$ cat config.mk
export PLATFORM = sky130hd
export DESIGN_NAME = vm2002_coin_acceptor_flat
export DESIGN_NICKNAME = d
export VERILOG_FILES = /design/src/rtl/vm2002_coin_acceptor_if.sv /design/src/rtl/vm2002_coin_acceptor.sv /design/src/flat_wrapper.sv
export SDC_FILE = /design/constraint.sdc
export NUM_CORES = 1
export LEC_CHECK = 0
export ABC_AREA = 1
export CORE_MARGIN = 4
export CORE_UTILIZATION = 42
export CTS_CLUSTER_DIAMETER = 40
export DETAILED_ROUTE_END_ITERATION = 12
export PLACE_DENSITY_LB_ADDON = 0.1
export SYNTH_ARGS = -nofsm -noshare
export SYNTH_HDL_FRONTEND = slang
export SYNTH_SLANG_ARGS = --single-unit
export TNS_END_PERCENT = 5
$ cat constraint.sdc
create_clock -name clk -period 5.5 [get_ports clk]
set_input_delay 0.55 -clock clk [delete_from_list [all_inputs] [get_ports clk]]
set_output_delay 0.55 -clock clk [all_outputs]
set_load 0.01 [all_outputs]
$ cat src/rtl/vm2002_coin_acceptor_if.sv
// Request/response bundle between the coin acceptor, its coin slot, the vend controller
// and the change dispenser. The master drives requests; the acceptor is the slave.
interface vm2002_coin_acceptor_if;
    logic        coin_valid;
    logic [1:0]  coin_type;
    logic        cancel;
    logic        vend_req;
    logic [15:0] vend_cost;
    logic        change_ready;

    logic [15:0] balance;
    logic        coin_accept;
    logic        coin_reject;
    logic        vend_ok;
    logic        vend_fail;
    logic        change_valid;
    logic [1:0]  change_coin;
    logic        busy;

    modport master (
        output coin_valid, coin_type, cancel, vend_req, vend_cost, change_ready,
        input  balance, coin_accept, coin_reject, vend_ok, vend_fail,
               change_valid, change_coin, busy
    );

    modport slave (
        input  coin_valid, coin_type, cancel, vend_req, vend_cost, change_ready,
        output balance, coin_accept, coin_reject, vend_ok, vend_fail,
               change_valid, change_coin, busy
    );
endinterface

$ cat src/rtl/vm2002_coin_acceptor.sv
// Coin acceptor: credits coins up to MAX_CREDIT, debits vends and refunds credit one
// change coin at a time (largest denomination first). All outputs are registered.
module vm2002_coin_acceptor #(
    parameter logic [15:0] MAX_CREDIT = 16'd500
) (
    input logic                   clk,
    input logic                   rst_n,
    vm2002_coin_acceptor_if.slave bus
);

    typedef enum logic {StIdle, StRefund} state_e;

    state_e      r_state, w_state_d;
    logic [15:0] r_balance, w_balance_d;
    logic        r_coin_accept, w_coin_accept_d;
    logic        r_coin_reject, w_coin_reject_d;
    logic        r_vend_ok, w_vend_ok_d;
    logic        r_vend_fail, w_vend_fail_d;
    logic        r_change_valid, w_change_valid_d;
    logic [1:0]  r_change_coin, w_change_coin_d;
    logic        r_busy, w_busy_d;

    logic [16:0] w_coin_sum;
    logic        w_coin_fits;
    logic        w_cost_ok;
    logic [15:0] w_refund_left;

    function automatic logic [15:0] coin_value(input logic [1:0] coin);
        case (coin)
            2'd0:    coin_value = 16'd5;
            2'd1:    coin_value = 16'd10;
            2'd2:    coin_value = 16'd25;
            default: coin_value = 16'd100;
        endcase
    endfunction

    // Largest denomination not exceeding the credit; credit is always a nonzero multiple
    // of 5 when this is consulted, so the 5c fallback is exact.
    function automatic logic [1:0] largest_coin(input logic [15:0] credit);
        if (credit >= 16'd100) begin
            largest_coin = 2'd3;
        end else if (credit >= 16'd25) begin
            largest_coin = 2'd2;
        end else if (credit >= 16'd10) begin
            largest_coin = 2'd1;
        end else begin
            largest_coin = 2'd0;
        end
    endfunction

    assign w_coin_sum    = {1'b0, r_balance} + {1'b0, coin_value(bus.coin_type)};
    assign w_coin_fits   = (w_coin_sum <= {1'b0, MAX_CREDIT});
    assign w_cost_ok     = (bus.vend_cost != 16'd0) && ((bus.vend_cost % 16'd5) == 16'd0) &&
                           (bus.vend_cost <= r_balance);
    assign w_refund_left = r_balance - coin_value(r_change_coin);

    always_comb begin
        w_state_d        = r_state;
        w_balance_d      = r_balance;
        w_coin_accept_d  = 1'b0;
        w_coin_reject_d  = 1'b0;
        w_vend_ok_d      = 1'b0;
        w_vend_fail_d    = 1'b0;
        w_change_valid_d = r_change_valid;
        w_change_coin_d  = r_change_coin;

        case (r_state)
            StIdle: begin
                if (bus.vend_req) begin
                    // Vend wins against the pre-cycle balance; a same-cycle coin bounces.
                    w_coin_reject_d = bus.coin_valid;
                    if (w_cost_ok) begin
                        w_vend_ok_d = 1'b1;
                        w_balance_d = r_balance - bus.vend_cost;
                    end else begin
                        w_vend_fail_d = 1'b1;
                    end
                end else if (bus.cancel) begin
                    w_coin_reject_d = bus.coin_valid;
                    if (r_balance != 16'd0) begin
                        w_state_d        = StRefund;
                        w_change_valid_d = 1'b1;
                        w_change_coin_d  = largest_coin(r_balance);
                    end
                end else if (bus.coin_valid) begin
                    if (w_coin_fits) begin
                        w_coin_accept_d = 1'b1;
                        w_balance_d     = w_coin_sum[15:0];
                    end else begin
                        w_coin_reject_d = 1'b1;
                    end
                end
            end
            StRefund: begin
                w_coin_reject_d = bus.coin_valid;
                w_vend_fail_d   = bus.vend_req;
                if (r_change_valid && bus.change_ready) begin
                    w_balance_d = w_refund_left;
                    if (w_refund_left == 16'd0) begin
                        w_state_d        = StIdle;
                        w_change_valid_d = 1'b0;
                        w_change_coin_d  = 2'd0;
                    end else begin
                        w_change_coin_d = largest_coin(w_refund_left);
                    end
                end
            end
            default: begin
                w_state_d        = StIdle;
                w_change_valid_d = 1'b0;
                w_change_coin_d  = 2'd0;
            end
        endcase

        w_busy_d = (w_state_d == StRefund);
    end

    always_ff @(posedge clk or negedge rst_n) begin
        if (!rst_n) begin
            r_state        <= StIdle;
            r_balance      <= 16'd0;
            r_coin_accept  <= 1'b0;
            r_coin_reject  <= 1'b0;
            r_vend_ok      <= 1'b0;
            r_vend_fail    <= 1'b0;
            r_change_valid <= 1'b0;
            r_change_coin  <= 2'd0;
            r_busy         <= 1'b0;
        end else begin
            r_state        <= w_state_d;
            r_balance      <= w_balance_d;
            r_coin_accept  <= w_coin_accept_d;
            r_coin_reject  <= w_coin_reject_d;
            r_vend_ok      <= w_vend_ok_d;
            r_vend_fail    <= w_vend_fail_d;
            r_change_valid <= w_change_valid_d;
            r_change_coin  <= w_change_coin_d;
            r_busy         <= w_busy_d;
        end
    end

    assign bus.balance      = r_balance;
    assign bus.coin_accept  = r_coin_accept;
    assign bus.coin_reject  = r_coin_reject;
    assign bus.vend_ok      = r_vend_ok;
    assign bus.vend_fail    = r_vend_fail;
    assign bus.change_valid = r_change_valid;
    assign bus.change_coin  = r_change_coin;
    assign bus.busy         = r_busy;

endmodule

$ cat src/flat_wrapper.sv
// flat-port wrapper written by rule: the top's interface ports become plain ports
module vm2002_coin_acceptor_flat 
#(
    parameter logic [15:0] MAX_CREDIT = 16'd500
)
  (clk, rst_n, bus_coin_valid, bus_coin_type, bus_cancel, bus_vend_req, bus_vend_cost, bus_change_ready, bus_balance, bus_coin_accept, bus_coin_reject, bus_vend_ok, bus_vend_fail, bus_change_valid, bus_change_coin, bus_busy);
  vm2002_coin_acceptor_if bus_i ();
  input logic clk;
  input logic rst_n;
  input wire logic [$bits(bus_i.coin_valid)-1:0] bus_coin_valid;
  input wire logic [$bits(bus_i.coin_type)-1:0] bus_coin_type;
  input wire logic [$bits(bus_i.cancel)-1:0] bus_cancel;
  input wire logic [$bits(bus_i.vend_req)-1:0] bus_vend_req;
  input wire logic [$bits(bus_i.vend_cost)-1:0] bus_vend_cost;
  input wire logic [$bits(bus_i.change_ready)-1:0] bus_change_ready;
  output wire logic [$bits(bus_i.balance)-1:0] bus_balance;
  output wire logic [$bits(bus_i.coin_accept)-1:0] bus_coin_accept;
  output wire logic [$bits(bus_i.coin_reject)-1:0] bus_coin_reject;
  output wire logic [$bits(bus_i.vend_ok)-1:0] bus_vend_ok;
  output wire logic [$bits(bus_i.vend_fail)-1:0] bus_vend_fail;
  output wire logic [$bits(bus_i.change_valid)-1:0] bus_change_valid;
  output wire logic [$bits(bus_i.change_coin)-1:0] bus_change_coin;
  output wire logic [$bits(bus_i.busy)-1:0] bus_busy;
  assign bus_i.coin_valid = bus_coin_valid;
  assign bus_i.coin_type = bus_coin_type;
  assign bus_i.cancel = bus_cancel;
  assign bus_i.vend_req = bus_vend_req;
  assign bus_i.vend_cost = bus_vend_cost;
  assign bus_i.change_ready = bus_change_ready;
  assign bus_balance = bus_i.balance;
  assign bus_coin_accept = bus_i.coin_accept;
  assign bus_coin_reject = bus_i.coin_reject;
  assign bus_vend_ok = bus_i.vend_ok;
  assign bus_vend_fail = bus_i.vend_fail;
  assign bus_change_valid = bus_i.change_valid;
  assign bus_change_coin = bus_i.change_coin;
  assign bus_busy = bus_i.busy;
  vm2002_coin_acceptor #(.MAX_CREDIT(MAX_CREDIT)) u_core (.clk(clk), .rst_n(rst_n), .bus(bus_i));
endmodule
=== After elaboration in Yosys (flattened, before gate mapping) ===
Cells that the tools add are included.

* Register bits: 24
* Bits of input ports: 24
* Output and inout bits: 24
* Logic and storage cells: 95

* Add/subtract/negate cells: 3
* Div/mod/pow operators: 1
* Order comparisons: 8
* Equal/unequal tests: 13
* Muxes and demuxes: 49
* Bitwise logic cells: 1
* Reduce and logical (&&, ||, !) cells: 12

{| class="wikitable"
|+ Operators with widths
! operator !! count
|-
| two-way mux 16 bit || 6
|-
| one-hot mux 7 bit (3 select lines) || 2
|-
| >= comparator 16 x 4 -> 1 bit, second input constant || 2
|-
| >= comparator 16 x 5 -> 1 bit, second input constant || 2
|-
| >= comparator 16 x 7 -> 1 bit, second input constant || 2
|-
| zero test 16 bit || 2
|-
| one-hot mux 16 bit (2 select lines) || 1
|-
| nonzero test 16 bit || 2
|-
| two-way mux 1 bit || 26
|-
| two-way mux 2 bit || 9
|-
| adder 16 x 7 -> 17 bit || 1
|-
| less-or-equal comparator 17 x 9 -> 1 bit, second input constant || 1
|-
| less-or-equal comparator 16 bit || 1
|-
| modulo 16 x 3 -> 16 bit, second input constant || 1
|-
| subtractor 16 bit || 1
|-
| subtractor 16 x 7 -> 16 bit || 1
|-
| AND reduction 5 bit || 2
|-
| != test 2 bit, second input constant || 4
|-
| one-hot mux 1 bit (2 select lines) || 4
|-
| != test 3 x 2 -> 1 bit, second input constant || 2
|-
| != test 3 bit, second input constant || 2
|-
| == test 2 x 1 -> 1 bit, second input constant || 2
|-
| == test 2 bit, second input constant || 2
|-
| zero test 2 bit || 2
|-
| 5 further kinds || 7
|}

=== Longest topological paths before layout ===
* Depth in word-level cells: 10
* Depth in mapped cells: 74
* Depth with buffers taken out: 73

=== Least setup slack after synthesis ===
OpenSTA, ideal clock, no wires.

* Path type: input -> register
* Start: in bus_vend_cost[13]
* End: reg u_core.r_balance[9], in the netlist u_core.bus.balance[9]
* Setup time: 0.117 ns
* Arrival: 5.501 ns
* Required time: 5.383 ns
* Slack: -0.119 ns
* Stages on the path: 66
* Buffers on the path: 1
* Path through: inv_2 nand3_2 nand4_1 nand2_1 nand2_1 nand3_2 nand2_1 nand3_1 nand2_2 nand2_2 nand2_4 nand2_4 a21oi_2 nand2_2 nand3_1 nand3_2 nand2_1 nand2_2 [... 30 more ...] ha_1 inv_1 nand3_2 nand2_4 nand3_4 nand2_1 nand2_1 inv_2 nand2_1 nand2_1 nand2_1 nor2_2 nand2_2 nand2_4 nand2_4 buf_6 nand2_1 nand2_1

* Cells in the longest elaborated chain, start to end: 6
* Elaborated cells between the ends (all ways): 8
* Those cells by class: div: 1; order compare: 1; eq/ne: 1; reduce/logical: 5

{| class="wikitable"
|+ RTL lines
! element !! line !! text
|-
| start: declaration || flat_wrapper.sv:14 || <nowiki>input wire logic [$bits(bus_i.vend_cost)-1:0] bus_vend_cost;</nowiki>
|-
| modulo 16 x 3 -> 16 bit || vm2002_coin_acceptor.sv:53 || <nowiki>assign w_cost_ok = (bus.vend_cost != 16'd0) && ((bus.vend_cost % 16'd5) == 16'd0) &&</nowiki>
|-
| zero test 16 bit || vm2002_coin_acceptor.sv:53 ||
|-
| logical AND 1 bit || vm2002_coin_acceptor.sv:53 ||
|-
| logical AND 1 bit * || vm2002_coin_acceptor.sv:53 ||
|-
| != test 3 x 2 -> 1 bit (no source line) * || - ||
|-
| AND reduction 5 bit (no source line) * || - ||
|-
| end signal: assignment || vm2002_coin_acceptor.sv:131 || <nowiki>r_balance <= w_balance_d;</nowiki>
|-
| end: declaration || vm2002_coin_acceptor.sv:14 || <nowiki>logic [15:0] r_balance, w_balance_d;</nowiki>
|}

Every way passes the cells marked *; elsewhere a longest branch is shown, timed or not.
A chain may end at the register's enable or synchronous reset.

=== Worst setup path after layout ===
* Start: in bus_vend_cost[15]
* End: reg u_core.r_balance[5], in the netlist u_core.bus.balance[5]

The elaborated chain is that of the path after synthesis.

==> run metrics <==
FF-to-FF End=u_core.bus.balance[5]$_DFFE_PN0P_; PD cells=646 mW/mm^2; Final nets=~900; setup violators final=18; Mapped Nets=784; worst skew pair latency=about 0.28 ns; site row count=37; reg-to-reg slack, setup=roughly 0.60 ns; Reg power frac=between 10% and 20%; Starting Density=42.7%; global-route wire length before repair=between 20,000 and 25,000 um; synthesized instance count=719; number of synthesized flops with an enable pin=0; Worst path slowest cell=or2_4; Worst Path Max Fanout=8; clk slew on worst S/H paths=~0.10 ns; WL/cell=14.1 um; vias per cell=5.21; Final WS setup=-0.401 ns; clock group share of total power=under 10%; Final Skew=between 0.003 and 0.004 ns; Int Pwr=roughly 1.8 mW; WS Path Type=in -> reg; Worst Max-Slew Pin Slew=slightly below 0.9 ns; largest net degree at the start of global routing=25; Post-synth top flop=dfrtp_1; CP Data Required Time=around 5.7 ns; # diodes=0; Synth Area in Adders=between 10% and 20%; cells on worst reg2reg path=26; HPWL after detailed placement=10,300 um; number of synthesis warnings=0; leak pwr=3.12 nW; initial antenna violation count=0; Die W=110 um; H-Tree Depth=1; Top Ports=48; Worst VDD drop=~0.54 mV; Worst Path Buf+Inv=13; DRC Markers=0; Hold Path Sink=u_core.bus.change_valid$_DFFE_PN0P_; crit-path leading delay family=simple AND/OR/NAND/NOR gates; xor/xnor cell area share of the yosys netlist=4.59%; Worst setup SP type=input pin; grt total ovfl=0; post-synthesis mux area share=less than 1%; Slew headroom=41.4%; worst min path class=reg -> reg; CTS Sinks=24; Syn Area/Cell=6.11 um^2; DR WL met2=6840 um; Slew Limit Fails=0; Comb power frac=85.8%; setup TNS=-6.66 ns; Max Clk Rate=169 MHz; most common cell after layout, fill and taps aside=nand2_1; Simple-Gate Fraction of Synth Area=about 40%; post-route insts no fill=971; Hold Fails Final Rpt=0; vias in the first global route=approximately 4,800; Switching Fraction=54.1%; Die Span Y=approximately 110 um; CTS tree=yes; CP arrival=6.08 ns; RSZ-0062 raised after global routing=yes; Hold Startpoint=u_core.bus.change_valid$_DFFE_PN0P_; met3 WL post-DR=roughly 390 um; max layer used=met4; Area growth syn-to-layout=37.6%; M1 wire length=about 6300 um; Post-Syn Area=between 0.004 and 0.005 mm^2; via count=between 5,000 and 6,000; number of cells on the worst hold path=2; P_sw=2.11 mW; Max Cap Viol=0; Overall Global Routing Usage=22.7%; Crit path top cell by count=nand2_2; Compound-Gate Fraction of Synth Area=16.0%; CTS Root Cell=clkbuf_8; run status=finished with violations; final worst-path cycle share=107%; placed insts=940; fraction of layout cells with a size suffix above 1=26.5%; core footprint=~0.010 mm^2; # hold bufs at CTS=0; sequential element share of the synthesized area=13.7%; antenna viol nets, final=0; Port Buffer Count=47; commonest non-fill, non-tap cells in the layout=129 x nand2_1, 105 x inv_1, 68 x buf_4, 62 x nand3_1, 51 x nand2_2; drt pass-1 iters=5; Async SR Flop Fraction=100%; flop and latch count out of synthesis=24; Die ar.=0.0122 mm^2; Max stage delay on crit path=between 0.2 and 0.3 ns; CP Launch Point=bus_vend_cost[15]; CTS Buf Count=3; Total Wirelength=13,700 um; initial drt markers=279; Netlist cell types=47; gpl congestion=around 0.89; Final min period=5.90 ns; main combinational cell family by area after synthesis=simple AND/OR/NAND/NOR gates; Worst R2R Start=u_core.bus.balance[1]$_DFFE_PN0P_; failing checks=negative setup slack; CP endpoint kind=flip-flop; Max Buffers Root-to-Sink=2
## registers in the layout (all words and copies together) (netlist names)
signal,flops
u_core.bus.balance,16
u_core.bus.change_coin,2
u_core.bus.change_valid,1
u_core.bus.coin_accept,1
u_core.bus.coin_reject,1
u_core.bus.vend_fail,1
u_core.bus.vend_ok,1
u_core.r_state,1
## stage by stage
step	area, um^2	power, mW	setup slack, ns	hold WS (ns)	utilization (%)
2_1_floorplan	4440	2.39	-0.0741	0.254	-
3_5_place_dp	5380	3.28	-1.18	0.546	52.3
4_1_cts	5840	3.71	-0.287	0.575	56.8
6_report	6050	3.90	-0.401	0.571	58.8
3_3_place_gp	5380	3.23	-0.859	0.545	52.3
5_1_grt	6050	4.31	-0.857	0.626	58.8
## synthesized netlist by cell type, types with 7 or more instances
library cell | number | area [um^2]
nand2_1 | 168 | 631
inv_1 | 113 | 424
nand3_1 | 77 | 385
nor2_1 | 44 | 165
a21oi_1 | 43 | 215
ha_1 | 38 | 475
o21ai_0 | 30 | 150
nand2_2 | 27 | 169
dfrtp_1 | 24 | 601
xor2_1 | 20 | 175
nor3_1 | 15 | 75.1
inv_2 | 14 | 52.6
nand4_1 | 14 | 87.6
o221ai_1 | 11 | 96.3
nand3_2 | 8 | 80.1
a31oi_1 | 7 | 43.8
## worst reg2reg max path, cell delays in order, from the launching register on
cell and delay [ns]:
dfrtp_1 0.62, inv_1 0.24, fa_1 0.50, o21ai_0 0.33, inv_1 0.07, o21ai_0 0.29, inv_1 0.08, o21ai_0 0.28
inv_1 0.07, o21ai_0 0.27, nand3_1 0.11, nand2_1 0.11, a21oi_1 0.07, o21bai_1 0.20, a31oi_1 0.07, o31ai_1 0.35
o41ai_1 0.18, nand3b_1 0.19, nor2_1 0.08, nand2_1 0.06, nor2_2 0.08, nand2_2 0.08, nand2_4 0.10, buf_12 0.12
nand2_8 0.09, nand2_4 0.12, nand2_2 0.05
## cell families (layout without fill, tap and decap cells)
kind of cell             after synthesis  in the layout
AO/OA/AOI/OAI                        114            114
adder cells (fa/ha/maj)               41             41
buffers and inverters                141            256
AND/OR/NAND/NOR                      375            376
multiplexers                           1              1
XOR/XNOR                              23             23
flip-flops                            24             24
## worst max path at each step
| stage | to | slack (ns) | cells after the start |
|---|---|---|---|
| after floorplan | u_core.bus.balance[9]$_DFFE_PN0P_ | -0.07 | 68 |
| after global placement | u_core.bus.balance[12]$_DFFE_PN0P_ | -0.86 | 62 |
| after global routing | u_core.bus.balance[5]$_DFFE_PN0P_ | -0.86 | 64 |
| after CTS | u_core.bus.balance[9]$_DFFE_PN0P_ | -0.29 | 72 |
| final | u_core.bus.balance[5]$_DFFE_PN0P_ | -0.40 | 67 |
| after detailed placement | u_core.bus.balance[12]$_DFFE_PN0P_ | -1.18 | 67 |
## layout make-up
class	count	area [um^2]
Clock buffer	3	41.3
Clock inverter	1	30.0
Fill cell	1011	4230
Inverter	132	514
Multi-Input combinational cell	555	3620
Sequential cell	24	601
Tap cell	136	170
Timing Repair Buffer	120	1070
## timing repair
item	4_1_cts	5_1_grt
setup endpoints to repair	18	18
gates resized for setup	76	45
cloned	2	0
setup buffers	20	5
pin swaps	39	45
## layer usage
| metal | GRT usage [%] | vias up |
|---|---|---|
| met5 | 0 | - |
| met1 | 30.3 | 2332 |
| met4 | 3.08 | 0 |
| li1 | - | 2615 |
| met3 | 1.92 | 16 |
| met2 | 40.8 | 93 |
## power groups by stage
| stage | Combinational, mW | Sequential (mW) | Clock (mW) |
|---|---|---|---|
| after floorplan | 2.05 | 0.343 | 0 |
| after global placement | 2.85 | 0.386 | 0 |
| after detailed placement | 2.90 | 0.382 | 0 |
| after CTS | 3.16 | 0.384 | 0.166 |
| after global routing | 3.74 | 0.400 | 0.175 |
| final | 3.35 | 0.390 | 0.165 |
No activity file was read; power rests on OpenSTA's default activity.
